<file path="config.mk">
export PLATFORM = sky130hd
export DESIGN_NAME = sample_frame_ctrl
export DESIGN_NICKNAME = d
export VERILOG_FILES = /design/src/rtl/sample_frame_ctrl.sv
export SDC_FILE = /design/constraint.sdc
export NUM_CORES = 1
export LEC_CHECK = 0
export CORE_ASPECT_RATIO = 1.5
export CORE_MARGIN = 5
export CORE_UTILIZATION = 45
export DETAILED_ROUTE_END_ITERATION = 6
export GPL_TIMING_DRIVEN = 0
export SKIP_CTS_REPAIR_TIMING = 1
export SLEW_MARGIN = 20
export SYNTH_ARGS = -nofsm -noshare
export SYNTH_HDL_FRONTEND = slang
export SYNTH_SLANG_ARGS = --single-unit
</file>
<file path="constraint.sdc">
create_clock -name i_Clk -period 6.6 [get_ports i_Clk]
set_input_delay 1.32 -clock i_Clk [delete_from_list [all_inputs] [get_ports i_Clk]]
set_output_delay 1.32 -clock i_Clk [all_outputs]
set_load 0.02 [all_outputs]
</file>
<file path="src/rtl/sample_frame_ctrl.sv">
// sample_frame_ctrl: paces ADC sampling with a periodic strobe, captures a
// frame of FRAME_LEN words, then drains the frame in capture order to an SPI
// master through its ready/valid handshake.
//
// Latency: o_Sample is combinational from state/divider. o_TX_DV, o_TX_Word
// and o_Frame_Done are registered one cycle after i_TX_Ready is seen.
// Backpressure: no word is issued while i_TX_Ready is low, and at most one
// word is issued every other cycle. ADC words that arrive outside ACQUIRE are
// dropped and set the sticky o_Overrun flag.
//
// Ports:
//   i_Clk, i_Rst            clock, synchronous active-high reset
//   i_Enable                level, run acquisition frames
//   o_Sample                one-cycle strobe to the ADC reader
//   i_ADC_DV, i_ADC_Data    ADC word and its qualifier
//   o_TX_DV, o_TX_Word      word strobe and data to the SPI master
//   i_TX_Ready              SPI master ready
//   o_Frame_Done            pulse with the last data word of a frame
//   o_Overrun               sticky, an ADC word had nowhere to go
//   o_Busy                  high in any state other than IDLE
//
// Optional feature (macro FRAME_HEADER_EN): one header word 16'hA5A5 is sent
// ahead of each frame's data words.
module sample_frame_ctrl #(
  parameter int SAMPLE_DIV = 1600,
  parameter int FRAME_LEN  = 8,
  parameter int WORD_W     = 16
) (
  input  logic              i_Clk,
  input  logic              i_Rst,
  input  logic              i_Enable,
  output logic              o_Sample,
  input  logic              i_ADC_DV,
  input  logic [WORD_W-1:0] i_ADC_Data,
  output logic              o_TX_DV,
  output logic [WORD_W-1:0] o_TX_Word,
  input  logic              i_TX_Ready,
  output logic              o_Frame_Done,
  output logic              o_Overrun,
  output logic              o_Busy
);

  localparam int IDX_W = (FRAME_LEN > 1) ? $clog2(FRAME_LEN) : 1;
  localparam int DIV_W = 16;
  localparam logic [DIV_W-1:0] DIV_LAST = DIV_W'(SAMPLE_DIV - 1);
  localparam logic [IDX_W-1:0] IDX_LAST = IDX_W'(FRAME_LEN - 1);
`ifdef FRAME_HEADER_EN
  localparam logic [WORD_W-1:0] HDR_WORD = WORD_W'(16'hA5A5);
`endif

  typedef enum logic [1:0] {
    S_IDLE    = 2'd0,
    S_ACQUIRE = 2'd1,
`ifdef FRAME_HEADER_EN
    S_HEADER  = 2'd3,
`endif
    S_DRAIN   = 2'd2
  } state_t;

  state_t            state, state_nxt;
  logic [DIV_W-1:0]  div_cnt;
  logic [IDX_W-1:0]  wr_idx;
  logic [IDX_W-1:0]  rd_idx;
  logic [WORD_W-1:0] frame_buf [FRAME_LEN];

  logic              wr_en;       // capture i_ADC_Data this cycle
  logic              issue;       // launch a word (header or data) to TX
  logic              issue_data;  // the launched word comes from the buffer
  logic              last_data;   // launched word is the frame's last
  logic              ovr_set;     // ADC word with nowhere to store it
  logic [WORD_W-1:0] tx_word_nxt;

  // Issue rule shared by HEADER and DRAIN: the master must be ready and we
  // must not have strobed last cycle, which gives it a cycle to drop ready.
  logic can_issue;
  assign can_issue = i_TX_Ready && !o_TX_DV;

  always_comb begin
    state_nxt   = state;
    wr_en       = 1'b0;
    issue       = 1'b0;
    issue_data  = 1'b0;
    last_data   = 1'b0;
    ovr_set     = 1'b0;
    tx_word_nxt = frame_buf[rd_idx];
    case (state)
      S_IDLE: begin
        ovr_set = i_ADC_DV;
        if (i_Enable) state_nxt = S_ACQUIRE;
      end
      S_ACQUIRE: begin
        // A word arriving together with the disable is silently discarded.
        if (!i_Enable) begin
          state_nxt = S_IDLE;
        end else if (i_ADC_DV) begin
          wr_en = 1'b1;
          if (wr_idx == IDX_LAST) begin
`ifdef FRAME_HEADER_EN
            state_nxt = S_HEADER;
`else
            state_nxt = S_DRAIN;
`endif
          end
        end
      end
`ifdef FRAME_HEADER_EN
      S_HEADER: begin
        ovr_set = i_ADC_DV;
        if (can_issue) begin
          issue       = 1'b1;
          tx_word_nxt = HDR_WORD;
          state_nxt   = S_DRAIN;
        end
      end
`endif
      S_DRAIN: begin
        ovr_set = i_ADC_DV;
        if (can_issue) begin
          issue      = 1'b1;
          issue_data = 1'b1;
          if (rd_idx == IDX_LAST) begin
            last_data = 1'b1;
            state_nxt = i_Enable ? S_ACQUIRE : S_IDLE;
          end
        end
      end
      default: state_nxt = S_IDLE;
    endcase
  end

  // Strobes only while acquiring; the divider itself free-runs outside IDLE.
  assign o_Sample = (state == S_ACQUIRE) && (div_cnt == DIV_LAST);
  assign o_Busy   = (state != S_IDLE);

  always_ff @(posedge i_Clk) begin
    if (i_Rst) begin
      state        <= S_IDLE;
      div_cnt      <= '0;
      wr_idx       <= '0;
      rd_idx       <= '0;
      o_TX_DV      <= 1'b0;
      o_TX_Word    <= '0;
      o_Frame_Done <= 1'b0;
      o_Overrun    <= 1'b0;
    end else begin
      state <= state_nxt;

      // Held at zero in IDLE so the first strobe lands SAMPLE_DIV cycles
      // into ACQUIRE; not reset between frames so the sample rate is steady.
      if (state == S_IDLE || state_nxt == S_IDLE)
        div_cnt <= '0;
      else if (div_cnt == DIV_LAST)
        div_cnt <= '0;
      else
        div_cnt <= div_cnt + 1'b1;

      if (state == S_ACQUIRE && state_nxt == S_IDLE)
        wr_idx <= '0;
      else if (wr_en)
        wr_idx <= (wr_idx == IDX_LAST) ? '0 : wr_idx + 1'b1;

      if (issue_data)
        rd_idx <= last_data ? '0 : rd_idx + 1'b1;

      o_TX_DV      <= issue;
      o_Frame_Done <= last_data;
      if (issue) o_TX_Word <= tx_word_nxt;
      if (ovr_set) o_Overrun <= 1'b1;
    end
  end

  // Frame storage carries no reset; contents are only read after a full
  // capture has overwritten every entry.
  always_ff @(posedge i_Clk) begin
    if (wr_en) frame_buf[wr_idx] <= i_ADC_Data;
  end

endmodule
</file>
# Word level (Yosys, flattened, before mapping)
# Memories as Yosys holds them, arrays and structs flattened. A register that Yosys moved wholly into a read port is not among the register bits.
# Cells that the tools add are included.
dict set report word_totals {
  mem_bits_rw 128
  n_memories 1
  mem_bits_ro 0
  out_inout_bits 21
  regBits 27
  word_cells 48
  latch_bits 0
}
# memory depth width rd rd_clocked_by_memory_dff wr line
set memory_table {}
lappend memory_table {frame_buf 8 16 1 1 1 64} ;# logic [WORD_W-1:0] frame_buf [FRAME_LEN];
dict set report op_classes {
  reduce_logical 11
  mul 0
  mux 21
  eq_ne 5
  add_sub_neg 3
  bitwise_logic 0
  magnitude_cmp 0
  shifts 0
  div_mod_pow 0
}
# op n
set ops {}
lappend ops {{$add 16x1->16 const B} 1}
lappend ops {{$eq 16x11->1 const B} 1}
lappend ops {{$mux 1} 12}
lappend ops {{$mux 2} 6}
lappend ops {{$add 3x1->3 const B} 2}
lappend ops {{$eq 3x3->1 const B} 2}
lappend ops {{$mux 3} 2}
lappend ops {{$pmux 2 s3} 1}
lappend ops {{$logic_not 2->1} 2}
lappend ops {{$reduce_or 2->1} 2}
lappend ops {{$logic_and 1x1->1} 3}
lappend ops {{$reduce_or 3->1} 1}
lappend ops {{$eq 2x1->1 const B} 1}
lappend ops {{$eq 2x2->1 const B} 1}
lappend ops {{$reduce_bool 2->1} 1}
lappend ops {{$logic_not 1->1} 1}
lappend ops {{$logic_or 1x1->1} 1}

# Depth between registers and ports, before layout
# Gate-level depths: netlist of run 1.
dict set report logic_depth {
  depth_word 8
  ltp_mapped 7
  mapped_depth_nobuf 5
}

# Worst setup path after synthesis of run 1
# OpenSTA, ideal clock, no wires.
dict set report synth_timing {
  path_kind {input-to-reg}
  from {input i_Enable}
  to {memory frame_buf[0][0], enable pin}
  setup_slack_ps 3286
  cell_stages 3
  arrival_ps 2905
  cell_sequence {nand4b_1 or2_2 nor3_1}
}
dict set report synth_via {
  elab_chain_cells 4
}
# item line
set synth_rtl {}
lappend synth_rtl {{from (decl)} 31} ;# input logic i_Enable,
lappend synth_rtl {{$mux 1} 93} ;# if (!i_Enable) begin
lappend synth_rtl {{$mux 1} 86} ;# case (state)
lappend synth_rtl {{$mux 1} 175} ;# if (wr_en) frame_buf[wr_idx] <= i_ADC_Data;
lappend synth_rtl {{$mux 1 (not written as such)} 175}
lappend synth_rtl {{to (decl)} 64}
# No other way between the ends.

# Worst setup path after layout of run 1
dict set report layout_timing {
  from {register div_cnt[11]}
  to {output o_Sample}
}
dict set report layout_via {
  elab_chain_cells 2
}
# item line
set layout_rtl {}
lappend layout_rtl {{from (decl)} 61} ;# logic [DIV_W-1:0] div_cnt;
lappend layout_rtl {{from (signal assigned)} 155} ;# div_cnt <= div_cnt + 1'b1;
lappend layout_rtl {{$eq 16x11->1} 132} ;# assign o_Sample = (state == S_ACQUIRE) && (div_cnt == DIV_LAST);
lappend layout_rtl {{$logic_and 1x1->1} 132}
lappend layout_rtl {{to (decl)} 32} ;# output logic o_Sample,
# No other way between the ends.

==> flow_metrics.py, run 1 <==
metrics = {
    "outcome": {
        "status": "completed",
    },
    "synthesis": {
        "synthesis.area_mm2": 0.00647,
        "yosysSeqAreaShare_pct": 72.7,
        "ys.flop_type": "edfxtp_1",
        "synth_seq_cells": 171,
        "avgSynthCellArea_um2": 16.6,
        "synth_nets": 417,
        "syn_inst": 391,
        "synth_warnings": 0,
        "ys_types": 37,
        "async_flop_share_pct": 0,
        "synth_edf_count": 128,
    },
    "worst_setup_path": {
        "cp_max_fo": 4,
        "worst_r2r_path_depth": 7,
        "path_class": "register to output port",
        "startpoint_type": "register",
        "cp.arrival_ns": 2.54,
        "critPathCaptureType": "output port",
        "reg2reg_setup_slack_ns": 4.11,
        "required_ns": 5.28,
        "r2r-start": "state[0]",
        "crit_path_start": "div_cnt[11]",
        "rr_endpoint": "o_TX_Word[3]",
    },
    "power_and_ir_drop": {
        "pwr-share-clk_pct": 46.0,
        "switching_share_pct": 19.5,
        "p_switching_w": 0.000431,
        "power_density_mw_per_mm2": 281,
        "pwr-share-comb_pct": 1.7,
        "p_leak_nw": 2.48,
        "p_int_w": 0.00178,
        "seq_power_share_pct": 52.3,
        "max-vdd-ir-drop_uv": 172,
    },
    "grt": {
        "use_met1_pct": 20.2,
        "grt_overflow": 0,
        "grt_busiest_layer": "met2",
        "met2_usage_pct": 29.3,
        "grt_max_degree": 17,
        "grt_pass1_wl_mm": 20.7,
        "grt_pass1_vias": 3782,
        "antenna_found_initial": 0,
        "track_usage_pct": 16.7,
        "grtUsageMet3_pct": 3.82,
    },
    "clock_tree": {
        "path_clk_slew_ns": 0.06,
        "clkSinkCount": 171,
        "ctsRootBufferMaster": "clkbuf_16",
        "tritoncts": "yes",
        "htreeDepth": 4,
        "clockBufferDepth": 2,
        "worstSkewPairLatency_ns": 0.42,
        "cts_inserted_buffers": 17,
    },
    "sta": {
        "fin_crit_ns": 3.86,
        "setup_ws_ns": 2.74,
        "timing.final.crit_share_pct": 58.4,
        "rsz0062_at_grt": "no",
        "slew_viol_final": 0,
        "fmax_mhz": 259,
        "tightest_slew_ns": 0.772,
        "setup_viol": 0,
        "fin_skew_ns": 0.00991,
        "max_slew_margin_pct": 48.5,
        "hold_violations": 0,
        "tns_ns": 0,
        "fin_hold_ws_ns": 0.475,
    },
    "floorplan": {
        "die_h_um": 157,
        "num_rows": 53,
        "dieWidth_um": 108,
        "initial_core_util_pct": 46.0,
        "die_area_mm2": 0.0169,
        "core_mm2": 0.0141,
        "ios": 42,
    },
    "final_layout": {
        "design_area_mm2": 0.00787,
        "area_growth_pct": 21.6,
        "n_fill_cell": 1142,
        "fin_nets": 486,
        "n_antenna_cell": 0,
        "layout_common_cells": "edfxtp_1, dfxtp_1, nor2_1",
        "drive_above_1_share_pct": 19.2,
        "multiInputGateArea_mm2": 0.00169,
        "seq_area_mm2": 0.00470,
        "final_common_cell": "edfxtp_1",
    },
    "route": {
        "vias_per_cell": 5.30,
        "routed_wl_mm": 13.0,
        "dr.pass1.iters": 5,
        "wire_per_inst_um": 19.5,
        "drtIter0Drc": 165,
        "drc": 0,
        "ant_nets": 0,
        "dr_total_vias": 3527,
    },
    "placed_design": {
        "place.gp.congestion": 0.822,
        "hpwl_mm": 9.05,
        "place_ws_ns": 2.82,
        "numPortBuffers": 40,
        "placed_cell_area_mm2": 0.00727,
    },
    "worst_hold_path": {
        "min_from": "o_Overrun",
        "hold_path_end": "o_Overrun",
        "holdPathStages": 2,
        "min_path_type": "register to register",
    },
    "run": {
        "drv_cap": 0,
    },
}
per-stage QoR:
step | utilization [%] | std cells | total power [W]
6_report | 56.0 | 665 | 0.00221
5_1_grt | 56.0 | 665 | 0.00229
4_1_cts | 56.0 | 665 | 0.00224
3_5_place_dp | 51.7 | 633 | 0.00122
3_3_place_gp | 50.6 | 623 | 0.00122
2_1_floorplan | - | 391 | 0.00119
registers in the layout, summed over array words and instances (netlist names):
signal	count
frame_buf	128
o_Overrun	1
state	2
o_TX_DV	1
rd_idx	3
o_TX_Word	16
wr_idx	3
o_Frame_Done	1
div_cnt	16
worst max path at each step:
stage | slack [ns] | end | depth (start not counted)
5_1_grt | 2.64 | o_Sample | 4
6_report | 2.74 | o_Sample | 4
3_5_place_dp | 2.82 | o_TX_Word[3] | 7
2_1_floorplan | 3.29 | frame_buf[0][0] | 3
4_1_cts | 2.71 | o_Sample | 4
3_3_place_gp | 1.49 | frame_buf[0][14] | 4
area by class of cell:
| type | instances | area share [%] |
|---|---|---|
| buffer | 18 | 1.03 |
| clock buffer | 19 | 5.63 |
| clock inverter | 13 | 2.08 |
| inverter | 5 | 0.238 |
| multi-input combinational | 197 | 21.5 |
| sequential | 171 | 59.7 |
| tap | 192 | 3.05 |
| timing repair buffer | 50 | 6.71 |
cell families (layout without fill, tap and decap cells):
family | Yosys count | after routing | synth area share, %
compound gates | 30 | 30 | 2.98
mux | 32 | 32 | 11.1
fa+ha+maj | 5 | 5 | 0.966
buf+inv | 23 | 105 | 1.55
xor+xnor | 14 | 14 | 1.89
simple gates | 116 | 116 | 8.81
flops | 171 | 171 | 72.7
worst max-delay path, cell delays in order, from the launching register on:
cell	delay [ns]
dfxtp_1	0.34
or4_1	0.53
or4_4	0.54
nor2_1	0.10
clkdlybuf4s50_1	0.61
metal layers:
layer / share of wire (%) / wire length, µm
met1: 40 / 5220
met3: 3.7 / 477
met4: 0.75 / 97
met5: 0 / 0
met2: 55 / 7170
cells in the mapped netlist, types with 6 or more instances:
cell | n | area share (%)
dfxtp_1 | 43 | 13
clkbuf_1 | 11 | 0.64
nor4_1 | 6 | 0.58
nand3_1 | 7 | 0.54
o22ai_1 | 17 | 1.6
nor2_1 | 48 | 2.8
nand2_1 | 10 | 0.58
nand4_1 | 6 | 0.58
a21oi_1 | 6 | 0.46
nor3_1 | 20 | 1.5
edfxtp_1 | 128 | 59
xnor2_1 | 10 | 1.4
mux4_2 | 32 | 11
power groups by stage:
stage	registers, W	logic [W]	clock network [W]
2_1_floorplan	0.00118	0.0000107	0
3_3_place_gp	0.00118	0.0000369	0
3_5_place_dp	0.00118	0.0000394	0
4_1_cts	0.00116	0.0000395	0.00104
5_1_grt	0.00116	0.0000424	0.00109
6_report	0.00116	0.0000387	0.00102
Note: power is estimated with default switching activity, not from simulation.
==> run 2: changes to the inputs <==
==> constraint.sdc (replaced) <==
create_clock -name i_Clk -period 3.85 [get_ports i_Clk]
set_input_delay 0.77 -clock i_Clk [delete_from_list [all_inputs] [get_ports i_Clk]]
set_output_delay 0.77 -clock i_Clk [all_outputs]
set_load 0.02 [all_outputs]
==> results of run 2 <==
Same layout as run 1 (identical final DEF). Status: completed.
Main changes from that run: setup slack after placement 2.82 ns -> 0.625 ns; setup slack after layout 2.74 ns -> 0.542 ns; register-to-register setup slack 4.11 ns -> 1.36 ns; total power 0.00221 W -> 0.00380 W; worst IR drop on VDD 172 µV -> 295 µV
==> run 3: changes to the inputs <==
==> constraint.sdc (replaced) <==
create_clock -name i_Clk -period 3.25 [get_ports i_Clk]
set_input_delay 0.65 -clock i_Clk [delete_from_list [all_inputs] [get_ports i_Clk]]
set_output_delay 0.65 -clock i_Clk [all_outputs]
set_load 0.02 [all_outputs]
==> flow_metrics.py, run 3 (synthesis gave the netlist of run 1 again) <==
metrics = {
    "route": {
        "drtIter0Drc": 198,
        "routed_wl_mm": 13.0,
        "dr.pass1.iters": 4,
        "vias_per_cell": 5.34,
        "drc": 0,
        "dr_total_vias": 3548,
        "ant_nets": 0,
        "wire_per_inst_um": 19.6,
    },
    "grt": {
        "use_met1_pct": 20.2,
        "grt_pass1_wl_mm": 20.7,
        "grtUsageMet3_pct": 3.82,
        "track_usage_pct": 16.7,
        "met2_usage_pct": 29.3,
        "antenna_found_initial": 0,
        "grt_busiest_layer": "met2",
        "grt_pass1_vias": 3782,
        "grt_max_degree": 17,
        "grt_overflow": 0,
    },
    "sta": {
        "rsz0062_at_grt": "no",
        "setup_ws_ns": 0.450,
        "fin_hold_ws_ns": 0.474,
        "setup_viol": 0,
        "tns_ns": 0,
        "fmax_mhz": 357,
        "slew_viol_final": 0,
        "tightest_slew_ns": 0.772,
        "hold_violations": 0,
        "fin_skew_ns": 0.00892,
        "max_slew_margin_pct": 48.6,
        "timing.final.crit_share_pct": 86.1,
        "fin_crit_ns": 2.80,
    },
    "worst_setup_path": {
        "crit_chain": "or4_1, or4_4, nor2_1, dlymetal6s2s_1",
        "crit_family": "simple AND/OR/NAND/NOR gates",
        "cp_slowest_cell": "or4_4",
        "required_ns": 2.60,
        "critPathCaptureType": "output port",
        "startpoint_type": "register",
        "reg2reg_setup_slack_ns": 0.80,
        "crit_buf_inv": 1,
        "path_class": "register to output port",
        "cp.arrival_ns": 2.15,
        "slowest_delay_ns": 0.54,
        "cp_max_fo": 4,
    },
    "power_and_ir_drop": {
        "power_density_mw_per_mm2": 571,
        "p_leak_nw": 2.50,
        "max-vdd-ir-drop_uv": 352,
    },
    "worst_hold_path": {
        "min_path_type": "register to register",
    },
    "clock_tree": {
        "cts_inserted_buffers": 17,
        "clkSinkCount": 171,
        "ctsRootBufferMaster": "clkbuf_16",
        "path_clk_slew_ns": 0.06,
        "clockBufferDepth": 2,
        "htreeDepth": 4,
        "worstSkewPairLatency_ns": 0.42,
        "tritoncts": "yes",
    },
    "placed_design": {
        "place_ws_ns": 0.145,
        "place.gp.congestion": 0.822,
        "numPortBuffers": 40,
        "hpwl_mm": 9.05,
        "placed_cell_area_mm2": 0.00727,
    },
    "floorplan": {
        "core_mm2": 0.0141,
        "num_rows": 53,
        "ios": 42,
        "die_area_mm2": 0.0169,
        "initial_core_util_pct": 46.0,
        "die_h_um": 157,
        "dieWidth_um": 108,
    },
    "final_layout": {
        "layout_top_registers": "frame_buf: 128 flops, div_cnt: 16 flops, o_TX_Word: 16 flops",
        "n_fill_cell": 1144,
        "largest_reg_flops": 128,
        "fin_nets": 486,
        "layout_common_cells": "edfxtp_1, dfxtp_1, nor2_1",
        "drive_above_1_share_pct": 19.2,
        "regMostFlops": "frame_buf",
        "area_growth_pct": 21.7,
        "final_common_cell": "edfxtp_1",
        "n_antenna_cell": 0,
        "design_area_mm2": 0.00788,
    },
    "outcome": {
        "status": "completed",
    },
    "run": {
        "drv_cap": 0,
    },
}
-- run 3: cell count changes in the layout (fill, tap and decap cells not counted) --
| cell | change |
|---|---|
| clkdlybuf4s50_1 | -1 |
| dlymetal6s2s_1 | +1 |
-- run 3: power by group --
part / leakage [nW] / internal, W / switching [W]
logic: 0.703 / 0.0000339 / 0.0000451
registers: 1.50 / 0.00235 / 0.00000252
clock network: 0.297 / 0.00124 / 0.000828
-- run 3: final cells by class --
type	count	area, µm²	share of cell area (%)
Clock inverter	13	164	2.08
Buffer	18	81.3	1.03
Inverter	5	18.8	0.238
Timing Repair Buffer	50	531	6.74
Multi-Input combinational cell	197	1690	21.5
Tap cell	192	240	3.05
Sequential cell	171	4700	59.7
Clock buffer	19	443	5.62
-- run 3: layer usage --
metal	part of all wire [%]	routed length, µm
met1	41	5300
met2	55	7140
met3	3.5	453
met4	1.0	134
met5	0	0
-- run 3: per-stage QoR --
stage | cells | power, W | utilization (%)
2_1_floorplan | 391 | 0.00242 | -
3_3_place_gp | 623 | 0.00247 | 50.6
3_5_place_dp | 633 | 0.00248 | 51.7
4_1_cts | 665 | 0.00455 | 56.0
5_1_grt | 665 | 0.00466 | 56.0
6_report | 665 | 0.00450 | 56.0
-- run 3: worst min-delay path, cell delays in order (launching register included) --
cell	delay (ns)
dfxtp_1	0.33
a21oi_1	0.04
nor2_1	0.07
-- run 3: worst paths after layout --
| check | startpoint | end | depth (start not counted) |
|---|---|---|---|
| worst max-delay path | div_cnt[11] | o_Sample | 4 |
| worst min register to register | o_Overrun | o_Overrun | 2 |
| worst min-delay path | o_Overrun | o_Overrun | 2 |
| worst max register to register | state[0] | o_TX_Word[3] | 7 |
